$ cat config.mk
export PLATFORM = sky130hd
export DESIGN_NAME = tff_toggle_source_flat
export DESIGN_NICKNAME = d
export VERILOG_FILES = /design/src/rtl/tts_pkg.sv /design/src/rtl/tff_toggle_source_if.sv /design/src/rtl/tts_sync.sv /design/src/rtl/tff_toggle_source.sv /design/src/flat_wrapper.sv
export SDC_FILE = /design/constraint.sdc
export NUM_CORES = 1
export LEC_CHECK = 0
export CELL_PAD_IN_SITES_DETAIL_PLACEMENT = 1
export CELL_PAD_IN_SITES_GLOBAL_PLACEMENT = 1
export CORE_AREA = 2 2 39 41
export CTS_BUF_LIST = sky130_fd_sc_hd__clkbuf_16
export DETAILED_ROUTE_END_ITERATION = 16
export DIE_AREA = 0 0 41 43
export HOLD_SLACK_MARGIN = 0.06
export PLACE_DENSITY = 0.56
export SYNTH_ARGS = -nofsm -noshare
export SYNTH_HDL_FRONTEND = slang
export SYNTH_SLANG_ARGS = --single-unit
$ cat constraint.sdc
create_clock -name CLK -period 1.6 [get_ports CLK]
set_input_delay 0.32 -clock CLK [delete_from_list [all_inputs] [get_ports CLK]]
set_output_delay 0.32 -clock CLK [all_outputs]
set_load 0.05 [all_outputs]
$ cat src/rtl/tts_pkg.sv
// Shared types and reset values for the debounced T-pulse source.
package tts_pkg;

  typedef enum logic [1:0] {
    IDLE         = 2'd0,
    PRESS_WAIT   = 2'd1,
    PRESSED      = 2'd2,
    RELEASE_WAIT = 2'd3
  } tts_state_e;

  localparam logic T_RST      = 1'b0;
  localparam logic STABLE_RST = 1'b0;

endpackage

$ cat src/rtl/tff_toggle_source_if.sv
// Button-side bundle: raw button level in, toggle pulse and debounced level out.
interface tff_toggle_source_if;

  logic BTN;
  logic T;
  logic STABLE;

  modport master (output BTN, input T, input STABLE);
  modport slave  (input BTN, output T, output STABLE);

endinterface

$ cat src/rtl/tts_sync.sv
// SYNC_STAGES-deep synchronizer for an asynchronous single-bit input.
module tts_sync #(
  parameter int SYNC_STAGES = 2
) (
  input  logic clk,
  input  logic rst_n,
  input  logic i_d,
  output logic o_q
);

  logic [SYNC_STAGES-1:0] r_chain;

  // NOTE: sequential state uses <= so every stage samples the pre-edge value of its neighbour.
  // NOTE: the chain is cleared on reset so a stale high cannot skip the debounce after reset.
  always_ff @(posedge clk or negedge rst_n) begin
    if (!rst_n) r_chain <= '0;
    else        r_chain <= {r_chain[SYNC_STAGES-2:0], i_d};
  end

  assign o_q = r_chain[SYNC_STAGES-1];

endmodule

$ cat src/rtl/tff_toggle_source.sv
// Debounces a raw push-button into a one-cycle T pulse and a clean level.
// Optional auto-repeat while held is enabled by defining TTS_AUTOREPEAT_EN.
module tff_toggle_source
  import tts_pkg::*;
#(
  parameter int SYNC_STAGES     = 2,
  parameter int DEBOUNCE_CYCLES = 4,
  parameter int REPEAT_CYCLES   = 8
) (
  input  logic                CLK,
  input  logic                RST_N,
  tff_toggle_source_if.slave  bus
);

  localparam int              CW       = $clog2(DEBOUNCE_CYCLES) + 1;
  localparam logic [CW-1:0]   CNT_LAST = CW'(DEBOUNCE_CYCLES - 1);

  if (SYNC_STAGES < 2 || SYNC_STAGES > 4 || DEBOUNCE_CYCLES < 2 || REPEAT_CYCLES < 2)
  begin : g_param_check
    $error("tff_toggle_source: parameter out of legal range");
  end

  logic w_btn_s;

  tts_sync #(.SYNC_STAGES(SYNC_STAGES)) u_sync (
    .clk   (CLK),
    .rst_n (RST_N),
    .i_d   (bus.BTN),
    .o_q   (w_btn_s)
  );

  tts_state_e    r_state, w_state_nxt;
  logic [CW-1:0] r_cnt,   w_cnt_nxt;
  logic          r_t,     w_t_nxt;
  logic          r_stable, w_stable_nxt;

  always_ff @(posedge CLK or negedge RST_N) begin
    if (!RST_N) begin
      r_state <= IDLE;
      r_cnt   <= '0;
    end else begin
      r_state <= w_state_nxt;
      r_cnt   <= w_cnt_nxt;
    end
  end

  // NOTE: defaults first so every path assigns every output and no latch is inferred.
  always_comb begin
    w_state_nxt = r_state;
    w_cnt_nxt   = r_cnt;
    unique case (r_state)
      IDLE: begin
        w_state_nxt = w_btn_s ? PRESS_WAIT : IDLE;
        w_cnt_nxt   = w_btn_s ? CW'(1) : '0;
      end
      PRESS_WAIT: begin
        if (!w_btn_s) begin
          w_state_nxt = IDLE;
          w_cnt_nxt   = '0;
        end else if (r_cnt >= CNT_LAST) begin
          w_state_nxt = PRESSED;
          w_cnt_nxt   = '0;
        end else begin
          w_cnt_nxt   = r_cnt + CW'(1);
        end
      end
      PRESSED: begin
        if (!w_btn_s) begin
          w_state_nxt = RELEASE_WAIT;
          w_cnt_nxt   = CW'(1);
        end
      end
      RELEASE_WAIT: begin
        if (w_btn_s) begin
          w_state_nxt = PRESSED;
          w_cnt_nxt   = '0;
        end else if (r_cnt >= CNT_LAST) begin
          w_state_nxt = IDLE;
          w_cnt_nxt   = '0;
        end else begin
          w_cnt_nxt   = r_cnt + CW'(1);
        end
      end
      default: begin
        w_state_nxt = IDLE;
        w_cnt_nxt   = '0;
      end
    endcase
  end

`ifdef TTS_AUTOREPEAT_EN
  localparam int            RW       = $clog2(REPEAT_CYCLES) + 1;
  localparam logic [RW-1:0] REP_LAST = RW'(REPEAT_CYCLES - 1);

  logic [RW-1:0] r_rep, w_rep_nxt;

  always_ff @(posedge CLK or negedge RST_N) begin
    if (!RST_N) r_rep <= '0;
    else        r_rep <= w_rep_nxt;
  end
`endif

  always_comb begin
    w_stable_nxt = (w_state_nxt == PRESSED) || (w_state_nxt == RELEASE_WAIT);
    w_t_nxt      = (r_state == PRESS_WAIT) && (w_state_nxt == PRESSED);
`ifdef TTS_AUTOREPEAT_EN
    w_rep_nxt    = r_rep;
    // Only cycles that stay in PRESSED advance the repeat timer; leaving never fires it.
    if (w_state_nxt == PRESSED && r_state != PRESSED) begin
      w_rep_nxt = '0;
    end else if (r_state == PRESSED && w_state_nxt == PRESSED) begin
      if (r_rep >= REP_LAST) begin
        w_rep_nxt = '0;
        w_t_nxt   = 1'b1;
      end else begin
        w_rep_nxt = r_rep + RW'(1);
      end
    end
`endif
  end

  always_ff @(posedge CLK or negedge RST_N) begin
    if (!RST_N) begin
      r_t      <= T_RST;
      r_stable <= STABLE_RST;
    end else begin
      r_t      <= w_t_nxt;
      r_stable <= w_stable_nxt;
    end
  end

  assign bus.T      = r_t;
  assign bus.STABLE = r_stable;

endmodule

$ cat src/flat_wrapper.sv
// flat-port wrapper written by rule: the top's interface ports become plain ports
module tff_toggle_source_flat import tts_pkg::*;
#(
  parameter int SYNC_STAGES     = 2,
  parameter int DEBOUNCE_CYCLES = 4,
  parameter int REPEAT_CYCLES   = 8
)
  (CLK, RST_N, bus_BTN, bus_T, bus_STABLE);
  tff_toggle_source_if bus_i ();
  input  logic CLK;
  input  logic RST_N;
  input wire logic [$bits(bus_i.BTN)-1:0] bus_BTN;
  output wire logic [$bits(bus_i.T)-1:0] bus_T;
  output wire logic [$bits(bus_i.STABLE)-1:0] bus_STABLE;
  assign bus_i.BTN = bus_BTN;
  assign bus_T = bus_i.T;
  assign bus_STABLE = bus_i.STABLE;
  tff_toggle_source #(.SYNC_STAGES(SYNC_STAGES), .DEBOUNCE_CYCLES(DEBOUNCE_CYCLES), .REPEAT_CYCLES(REPEAT_CYCLES)) u_core (.CLK(CLK), .RST_N(RST_N), .bus(bus_i));
endmodule
==> impl_metrics.py, run 1 <==
metrics = {
    "worst_setup_path": {
        "cell_occurring_most_often_along_the_worst_timing_path": "sky130_fd_sc_hd__ha_2",
        "worstReg2RegEnd": "u_core.r_state[1]$_DFF_PN0_",
        "critical-path-top-delay-family": "flip-flops",
        "worst-r2r-cell-count": 5,
        "path_cells": "ha_2 -> ha_2 -> a211oi_4 -> nand2b_4 -> mux2_4",
        "ff2ff_setup_slack_ns": 0.07,
        "cp_slowest_cell": "sky130_fd_sc_hd__dfrtp_1",
        "crit_path_max_fanout": 2,
        "critical_path_class": "reg -> reg",
        "timing.critical_path.from_type": "flip-flop",
        "critPathMaxStageDelay_ns": 0.38,
        "worst_ep_arrival_time_ns": 1.64,
        "critPathRequiredTime_ns": 1.71,
        "worst-path-stages": 5,
        "critical_path.endpoint_type": "flip-flop",
        "critical_path_buf_inv_count": 0,
        "rr_startpoint": "u_core.r_cnt[0]$_DFFE_PN0P_",
    },
    "placement": {
        "finalWeightedCongestion": 0.728,
        "port_buf_inserts": 4,
        "dpl.hpwl_um": 548,
        "place_worst_setup_slack_ns": -0.0456,
        "total_instance_count_after_detailed_placement": 51,
    },
    "floorplanning": {
        "dieHeight_um": 43,
        "floorplan.die_area_um2": 1760,
        "num_io_pins": 5,
        "floorplan.rows": 14,
        "die_width_um": 41,
        "coreArea_um2": 1380,
        "initial_utilization_pct": 26.2,
    },
    "synth": {
        "syn-num-nets": 34,
        "post_synth_inst_count": 29,
        "complex_gate_fraction_of_the_synthesized_area_pct": 16.2,
        "post_synth_mux_area_share_pct": 4.14,
        "netlist.top_cell.by_area": "sky130_fd_sc_hd__dfrtp_1",
        "combinational_family_with_the_most_area_after_synthesis": "compound AO/OA/AOI/OAI gates",
        "synth_adder_area_share_pct": 6.90,
        "post_synth_xor_area_fraction_pct": 0,
        "ys_seq_elements": 8,
        "syn_avg_cell_area_um2": 12.5,
        "netlist_top_cells_area": "sky130_fd_sc_hd__dfrtp_1, sky130_fd_sc_hd__ha_1, sky130_fd_sc_hd__nor2b_1, sky130_fd_sc_hd__o2111ai_1, sky130_fd_sc_hd__mux2_4",
        "synthesis.yosys.warnings": 0,
        "syn-cell-area_um2": 363,
        "synthesized_area_fraction_occupied_by_and_or_nand_nor_cells_pct": 15.5,
        "sequential_share_of_the_synthesized_area_pct": 55.2,
        "yosys.area.top_type_share_pct": 55.2,
        "synth.distinct_cells": 16,
    },
    "timing": {
        "max_slew.worst_pin.slew_ns": 0.372,
        "fin_crit_sh_pct": 95.4,
        "timing.slew.headroom_pct": 75.1,
        "setup_violations": 0,
        "setup_repair_after_global_routing_missed_its_margin": "false",
        "timing_hold_violations_final": 0,
        "skew_ns": 0.00379,
        "final.setup.worst_slack_ns": 0.0735,
        "finalWorstPathRequiredPeriod_ns": 1.53,
        "final_max_slew_viol_count": 0,
        "fmax_mhz": 655,
    },
    "cts": {
        "cts_htree_levels": 1,
        "clk_path_buf_depth": 2,
        "numCtsBuffers": 3,
        "clock_insertion_delay_worst_skew_ns": 0.23,
        "cts.root.buffer_cell": "sky130_fd_sc_hd__clkbuf_16",
        "clock_tree_from_tritoncts": "done",
        "clk_transition_reported_paths_ns": 0.04,
        "clock_sinks": 8,
    },
    "final_layout": {
        "post_route_cells_drive_above_1_share_pct": 36.6,
        "layoutNonFillerInstCount": 57,
        "area_growth_syn_to_layout_pct": 53.1,
        "layout.nets": 48,
        "n_antenna_cell": 0,
        "finalCoreUtilization_pct": 40.1,
    },
    "route": {
        "drt_iter0_markers": 4,
        "vias": 277,
        "routed_via_density": 4.86,
        "totalWireLength_um": 848,
        "ant_nets": 0,
        "detailedRoute.firstPassIterationCount": 4,
        "drt-wirelength-per-cell_um": 14.9,
        "drt_drc_violations_left": 0,
    },
    "pwr": {
        "power_mw": 1.19,
        "vdd_drop_max_uv": 970,
        "power_leakage_nw": 0.255,
        "pwr_density_cell_nw_per_um2": 2140,
    },
    "global_route": {
        "grt.total_usage_pct": 13.1,
        "gr-total-overflow": 0,
        "grt_max_degree": 9,
        "antenna_found_initial": 0,
        "global_route_wire_length_before_repair_mm": 1.41,
        "grt_pass1_vias": 327,
    },
    "worst_hold_path": {
        "worstHoldStart": "u_core.u_sync.r_chain[0]$_DFF_PN0_",
        "holdCritPathClass": "reg -> reg",
        "whs_endpoint": "u_core.u_sync.r_chain[1]$_DFF_PN0_",
        "worstHoldPathCells": 0,
    },
    "run_status": {
        "result_of_the_run": "finished, final reports clean",
    },
    "job": {
        "max_cap_viol_count": 0,
    },
}
-- cells in the final DEF, fill, tap and decap left out, drive strengths merged --
master         instances
nor2                   2
o21ai                  1
o31ai                  1
nor2b                  3
clkbuf                 3
nand2b                 1
nand2                  1
inv                    2
a211oi                 1
clkdlybuf4s50          2
dfrtp                  8
buf                    7
mux2                   1
o21a                   1
nor3                   1
ha                     2
or2b                   1
o2111ai                2
o31a                   1
-- metal layers --
metal,track usage [%],up-vias,wire length [µm]
li1,-,126,-
met1,14.7,144,364
met2,20.0,5,455
met3,3.14,2,11
met4,10.0,0,17
met5,0,-,0
-- through the flow --
stage          setup TNS, ns  instance area, µm²  hold slack [ns]
6_report                   0                 556            0.347
3_3_place_gp               0                 445            0.343
5_1_grt                    0                 556            0.363
2_1_floorplan              0                 363           0.0244
4_1_cts                    0                 548            0.353
3_5_place_dp         -0.0456                 445            0.343
-- synth_stat cells (all sizes together) --
library cell / number
nand2b: 1
dfrtp: 8
o21a: 1
o31a: 1
or2b: 1
nand2: 1
nor3: 1
o31ai: 1
o21ai: 1
mux2: 1
nor2b: 3
inv: 2
a211oi: 1
o2111ai: 2
nor2: 2
ha: 2
-- final cells by class --
type | instances | area, µm²
fill | 148 | 828
timing repair buffer | 9 | 85.1
tap | 16 | 20.0
inverter | 2 | 7.51
sequential | 8 | 200
clock buffer | 3 | 75.1
multi-input combinational | 19 | 168
-- worst max path at each step --
| stage | start | end | slack [ns] |
|---|---|---|---|
| 3_3_place_gp | u_core.r_cnt[0]$_DFFE_PN0P_ | u_core.r_state[1]$_DFF_PN0_ | 0.03 |
| 4_1_cts | u_core.r_cnt[0]$_DFFE_PN0P_ | u_core.r_state[1]$_DFF_PN0_ | 0.008 |
| 3_5_place_dp | u_core.r_cnt[0]$_DFFE_PN0P_ | u_core.r_state[1]$_DFF_PN0_ | -0.05 |
| 6_report | u_core.r_cnt[0]$_DFFE_PN0P_ | u_core.r_state[1]$_DFF_PN0_ | 0.07 |
| 5_1_grt | u_core.r_cnt[0]$_DFFE_PN0P_ | u_core.r_state[1]$_DFF_PN0_ | 0.02 |
| 2_1_floorplan | u_core.r_cnt[0]$_DFFE_PN0P_ | u_core.r_state[1]$_DFF_PN0_ | 0.04 |
-- repair_timing --
action | CTS | global route
buffers inserted | 3 | 0
hold buffers | 0 | 0
endpoints found under the setup margin | 1 | 1
pin swaps | 1 | 1
gates resized for setup | 2 | 1
-- cell families after synthesis --
kind of cell,after synthesis
buf+inv,2
simple gates,9
compound gates,7
flops,8
fa+ha+maj,2
mux,1
-- report_power, final --
group | internal (mW) | switching [mW] | total (mW)
logic | 0.239 | 0.195 | 0.434
clock network | 0.322 | 0.0979 | 0.420
registers | 0.258 | 0.0764 | 0.334
total | 0.819 | 0.369 | 1.19
-- worst reg2reg max path, delay by kind of cell, from the launching register on --
kind / cells / cell delay [ns]
adder cells (fa/ha/maj): 2 / 0.38
AO/OA/AOI/OAI: 1 / 0.18
multiplexers: 1 / 0.29
AND/OR/NAND/NOR: 1 / 0.17
flip-flops: 1 / 0.38
-- state kept, by name, summed over array words and instances, names as in the netlist --
name and cells:
u_core.r_cnt 3, u_core.u_sync.r_chain 2, u_core.bus.T 1, u_core.r_state 2
No activity file was read; power rests on OpenSTA's default activity.
==> run 2, diff against run 1 <==
--- a/config.mk
+++ b/config.mk
@@ -16,3 +16,4 @@
 export SYNTH_ARGS = -nofsm -noshare
 export SYNTH_HDL_FRONTEND = slang
 export SYNTH_SLANG_ARGS = --single-unit
+export TNS_END_PERCENT = 10
==> results of run 2 <==
Final layout, timing and power as in run 1 (identical DEF).
==> run 3, diff against run 2 <==
--- a/config.mk
+++ b/config.mk
@@ -5,14 +5,15 @@
 export SDC_FILE = /design/constraint.sdc
 export NUM_CORES = 1
 export LEC_CHECK = 0
+export ABC_AREA = 1
 export CELL_PAD_IN_SITES_DETAIL_PLACEMENT = 1
 export CELL_PAD_IN_SITES_GLOBAL_PLACEMENT = 1
 export CORE_AREA = 2 2 39 41
-export CTS_BUF_LIST = sky130_fd_sc_hd__clkbuf_16
+export CTS_BUF_LIST = sky130_fd_sc_hd__clkbuf_4 sky130_fd_sc_hd__clkbuf_8
 export DETAILED_ROUTE_END_ITERATION = 16
 export DIE_AREA = 0 0 41 43
 export HOLD_SLACK_MARGIN = 0.06
-export PLACE_DENSITY = 0.56
+export PLACE_DENSITY = 0.59
 export SYNTH_ARGS = -nofsm -noshare
 export SYNTH_HDL_FRONTEND = slang
 export SYNTH_SLANG_ARGS = --single-unit
==> run 3 against run 2 <==
Flip-flop and latch count did not move. Combinational power fell by 34%. First-iteration DRC count fell by 25%. Clock power fell by 65%. Synthesized cell count rose by 38%. Register-to-register slack improved by 0.20 ns. Maximum frequency rose by 15%. Worst hold slack got worse by 0.00075 ns. Clock skew rose by 0.0016 ns. Critical path type unchanged. Critical endpoint unchanged. Largest power group is now sequential cells.
==> impl_metrics.py, run 3 <==
metrics = {
    "final_layout": {
        "filler_cell_count": 167,
        "largest_register_ff_count": 3,
        "regs_by_ff_count": "u_core.r_cnt: 3 flops, u_core.r_state: 2 flops, u_core.u_sync.r_chain: 2 flops",
        "layout_commonest_cell": "sky130_fd_sc_hd__nand2_1",
        "n_antenna_cell": 0,
        "layout_common_cells": "sky130_fd_sc_hd__nand2_1, sky130_fd_sc_hd__dfrtp_1, sky130_fd_sc_hd__inv_1",
        "post_route_cells_drive_above_1_share_pct": 21.3,
        "layout.nets": 54,
        "largest_register": "u_core.r_cnt",
        "area_growth_syn_to_layout_pct": 24.8,
    },
    "synth": {
        "syn_avg_cell_area_um2": 9.07,
        "netlist.top_cell.by_area": "sky130_fd_sc_hd__dfrtp_1",
        "syn-cell-area_um2": 363,
        "ys_seq_elements": 8,
        "syn-num-nets": 45,
        "ys_top_cells_by_count": "sky130_fd_sc_hd__nand2_1, sky130_fd_sc_hd__dfrtp_1, sky130_fd_sc_hd__inv_1, sky130_fd_sc_hd__nand3_1",
        "sequential_share_of_the_synthesized_area_pct": 55.2,
        "yosys.area.top_type_share_pct": 55.2,
        "synthFlopType": "sky130_fd_sc_hd__dfrtp_1",
        "post_synth_inst_count": 40,
        "async_flop_share_pct": 100,
        "synth_edf_count": 0,
        "synth.distinct_cells": 11,
        "synthesis.yosys.warnings": 0,
        "synth_most_common_cell": "sky130_fd_sc_hd__nand2_1",
        "netlist_top_cells_area": "sky130_fd_sc_hd__dfrtp_1, sky130_fd_sc_hd__nand2_1, sky130_fd_sc_hd__ha_1, sky130_fd_sc_hd__nand3_1, sky130_fd_sc_hd__inv_1",
    },
    "cts": {
        "clock_tree_from_tritoncts": "done",
        "postCtsResizedCells": 0,
        "cts.hold.buffers_added": 0,
        "cts.root.buffer_cell": "sky130_fd_sc_hd__clkbuf_4",
        "numCtsBuffers": 3,
        "clk_path_buf_depth": 2,
        "clk_transition_reported_paths_ns": 0.05,
        "cts.repair_timing.setup_buffer_count": 0,
        "clock_insertion_delay_worst_skew_ns": 0.25,
        "cts_htree_levels": 1,
        "clock_sinks": 8,
    },
    "worst_setup_path": {
        "rr_startpoint": "u_core.r_cnt[0]$_DFFE_PN0P_",
        "cell_occurring_most_often_along_the_worst_timing_path": "sky130_fd_sc_hd__ha_1",
        "critical_path_class": "reg -> reg",
        "cp_slowest_cell": "sky130_fd_sc_hd__dfrtp_1",
        "path_cells": "ha_1 -> ha_1 -> nor2_2 -> nand2_2 -> nand3_1 -> nand2_1",
        "critPathRequiredTime_ns": 1.74,
        "critical_path.endpoint_type": "flip-flop",
        "crit_path_max_fanout": 4,
        "critPathLaunch": "u_core.r_cnt[0]$_DFFE_PN0P_",
        "worst_ep_arrival_time_ns": 1.46,
        "critPathMaxStageDelay_ns": 0.41,
        "timing.critical_path.from_type": "flip-flop",
        "worst-r2r-cell-count": 6,
    },
    "floorplanning": {
        "initial_utilization_pct": 26.2,
        "coreArea_um2": 1380,
        "floorplan.rows": 14,
        "die_width_um": 41,
        "floorplan.die_area_um2": 1760,
        "dieHeight_um": 43,
        "num_io_pins": 5,
    },
    "route": {
        "vias": 266,
        "drt_iter0_markers": 3,
        "detailedRoute.firstPassIterationCount": 4,
        "drt_drc_violations_left": 0,
        "met1_length_um": 311,
        "drt-wirelength-per-cell_um": 9.70,
        "routed_via_density": 4.22,
        "ant_nets": 0,
        "totalWireLength_um": 611,
        "dr.max_layer_used": "met3",
        "wl_met2_um": 271,
        "routed-wl-met3_um": 29,
    },
    "global_route": {
        "gr-total-overflow": 0,
        "global_route_wire_length_before_repair_mm": 1.10,
        "grt_max_degree": 9,
        "grt.total_usage_pct": 10.1,
        "antenna_found_initial": 0,
        "grt_pass1_vias": 286,
    },
    "placement": {
        "port_buf_inserts": 4,
        "finalWeightedCongestion": 0.670,
        "dpl.hpwl_um": 477,
    },
    "timing": {
        "final_max_slew_viol_count": 0,
        "fin_worst_hold_slack_ns": 0.346,
        "timing_hold_violations_final": 0,
        "fin_crit_sh_pct": 82.7,
        "max_slew.worst_pin.slew_ns": 0.359,
        "tns_ns": 0,
        "setup_repair_after_global_routing_missed_its_margin": "false",
        "timing.slew.headroom_pct": 76.0,
        "finalWorstPathRequiredPeriod_ns": 1.32,
        "skew_ns": 0.00538,
        "fmax_mhz": 756,
        "setup_violations": 0,
    },
    "pwr": {
        "internal-power_mw": 0.469,
        "netSwitchingFraction_pct": 37.8,
        "combPwrFrac_pct": 38.1,
        "power_leakage_nw": 0.235,
        "p_switching_mw": 0.286,
        "vdd_drop_max_uv": 599,
        "seq_power_share_pct": 42.3,
        "pwr_density_cell_nw_per_um2": 1670,
        "clockPowerShare_pct": 19.6,
    },
    "run_status": {
        "result_of_the_run": "finished, final reports clean",
    },
    "worst_hold_path": {
        "holdCritPathClass": "in -> async",
    },
    "job": {
        "max_cap_viol_count": 0,
    },
}
-- run 3: final timing paths --
kind                       slack [ns]                            endpoint
setup / recovery                 0.28         u_core.r_state[1]$_DFF_PN0_
hold / removal                   0.35         u_core.r_state[1]$_DFF_PN0_
setup reg to reg                 0.28         u_core.r_state[1]$_DFF_PN0_
hold reg to reg                  0.35  u_core.u_sync.r_chain[1]$_DFF_PN0_
max in group asynchronous        0.99  u_core.u_sync.r_chain[1]$_DFF_PN0_
min in group CLK                 0.35  u_core.u_sync.r_chain[1]$_DFF_PN0_
-- run 3: cells by family (layout without fill, tap and decap cells) --
| group | Yosys count | count (layout) | share of synthesized area [%] |
|---|---|---|---|
| fa+ha+maj | 2 | 2 | 6.90 |
| simple gates | 23 | 23 | 30.0 |
| flops | 8 | 8 | 55.2 |
| buf+inv | 5 | 12 | 5.17 |
| compound gates | 2 | 2 | 2.76 |
-- run 3: power groups by stage --
stage	combinational, mW	clock, mW	sequential [mW]
after CTS	0.294	0.161	0.322
after detailed placement	0.293	0	0.324
final	0.288	0.148	0.319
after global placement	0.288	0	0.325
after global routing	0.328	0.178	0.329
after floorplan	0.151	0	0.357
-- run 3: final cells by class --
| cell class | count | area, µm² | area share, % |
|---|---|---|---|
| clock buffers | 3 | 22.5 | 4.97 |
| inverters | 5 | 18.8 | 4.14 |
| multi-input cells | 27 | 144 | 31.8 |
| flip-flops and latches | 8 | 200 | 44.2 |
| well taps | 16 | 20.0 | 4.42 |
| repair buffers | 4 | 47.5 | 10.5 |
-- run 3: worst max-delay path, delay by kind of cell (launching register included) --
| kind | cells | cell delay (ns) |
|---|---|---|
| simple gates | 4 | 0.39 |
| fa+ha+maj | 2 | 0.41 |
| flops | 1 | 0.41 |
-- run 3: stage by stage --
stage	power [mW]	area (µm²)	util, %	cells	setup slack (ns)
2_1_floorplan	0.508	363	-	40	0.383
3_3_place_gp	0.613	430	31.1	60	0.277
3_5_place_dp	0.617	430	31.1	60	0.268
4_1_cts	0.777	453	32.7	63	0.254
5_1_grt	0.836	453	32.7	63	0.160
6_report	0.755	453	32.7	63	0.277
-- run 3: per-layer routing --
metal,vias to the layer above,track usage [%]
met3,0,3.14
li1,138,-
met2,5,13.1
met5,-,0
met4,0,10.0
met1,123,12.1
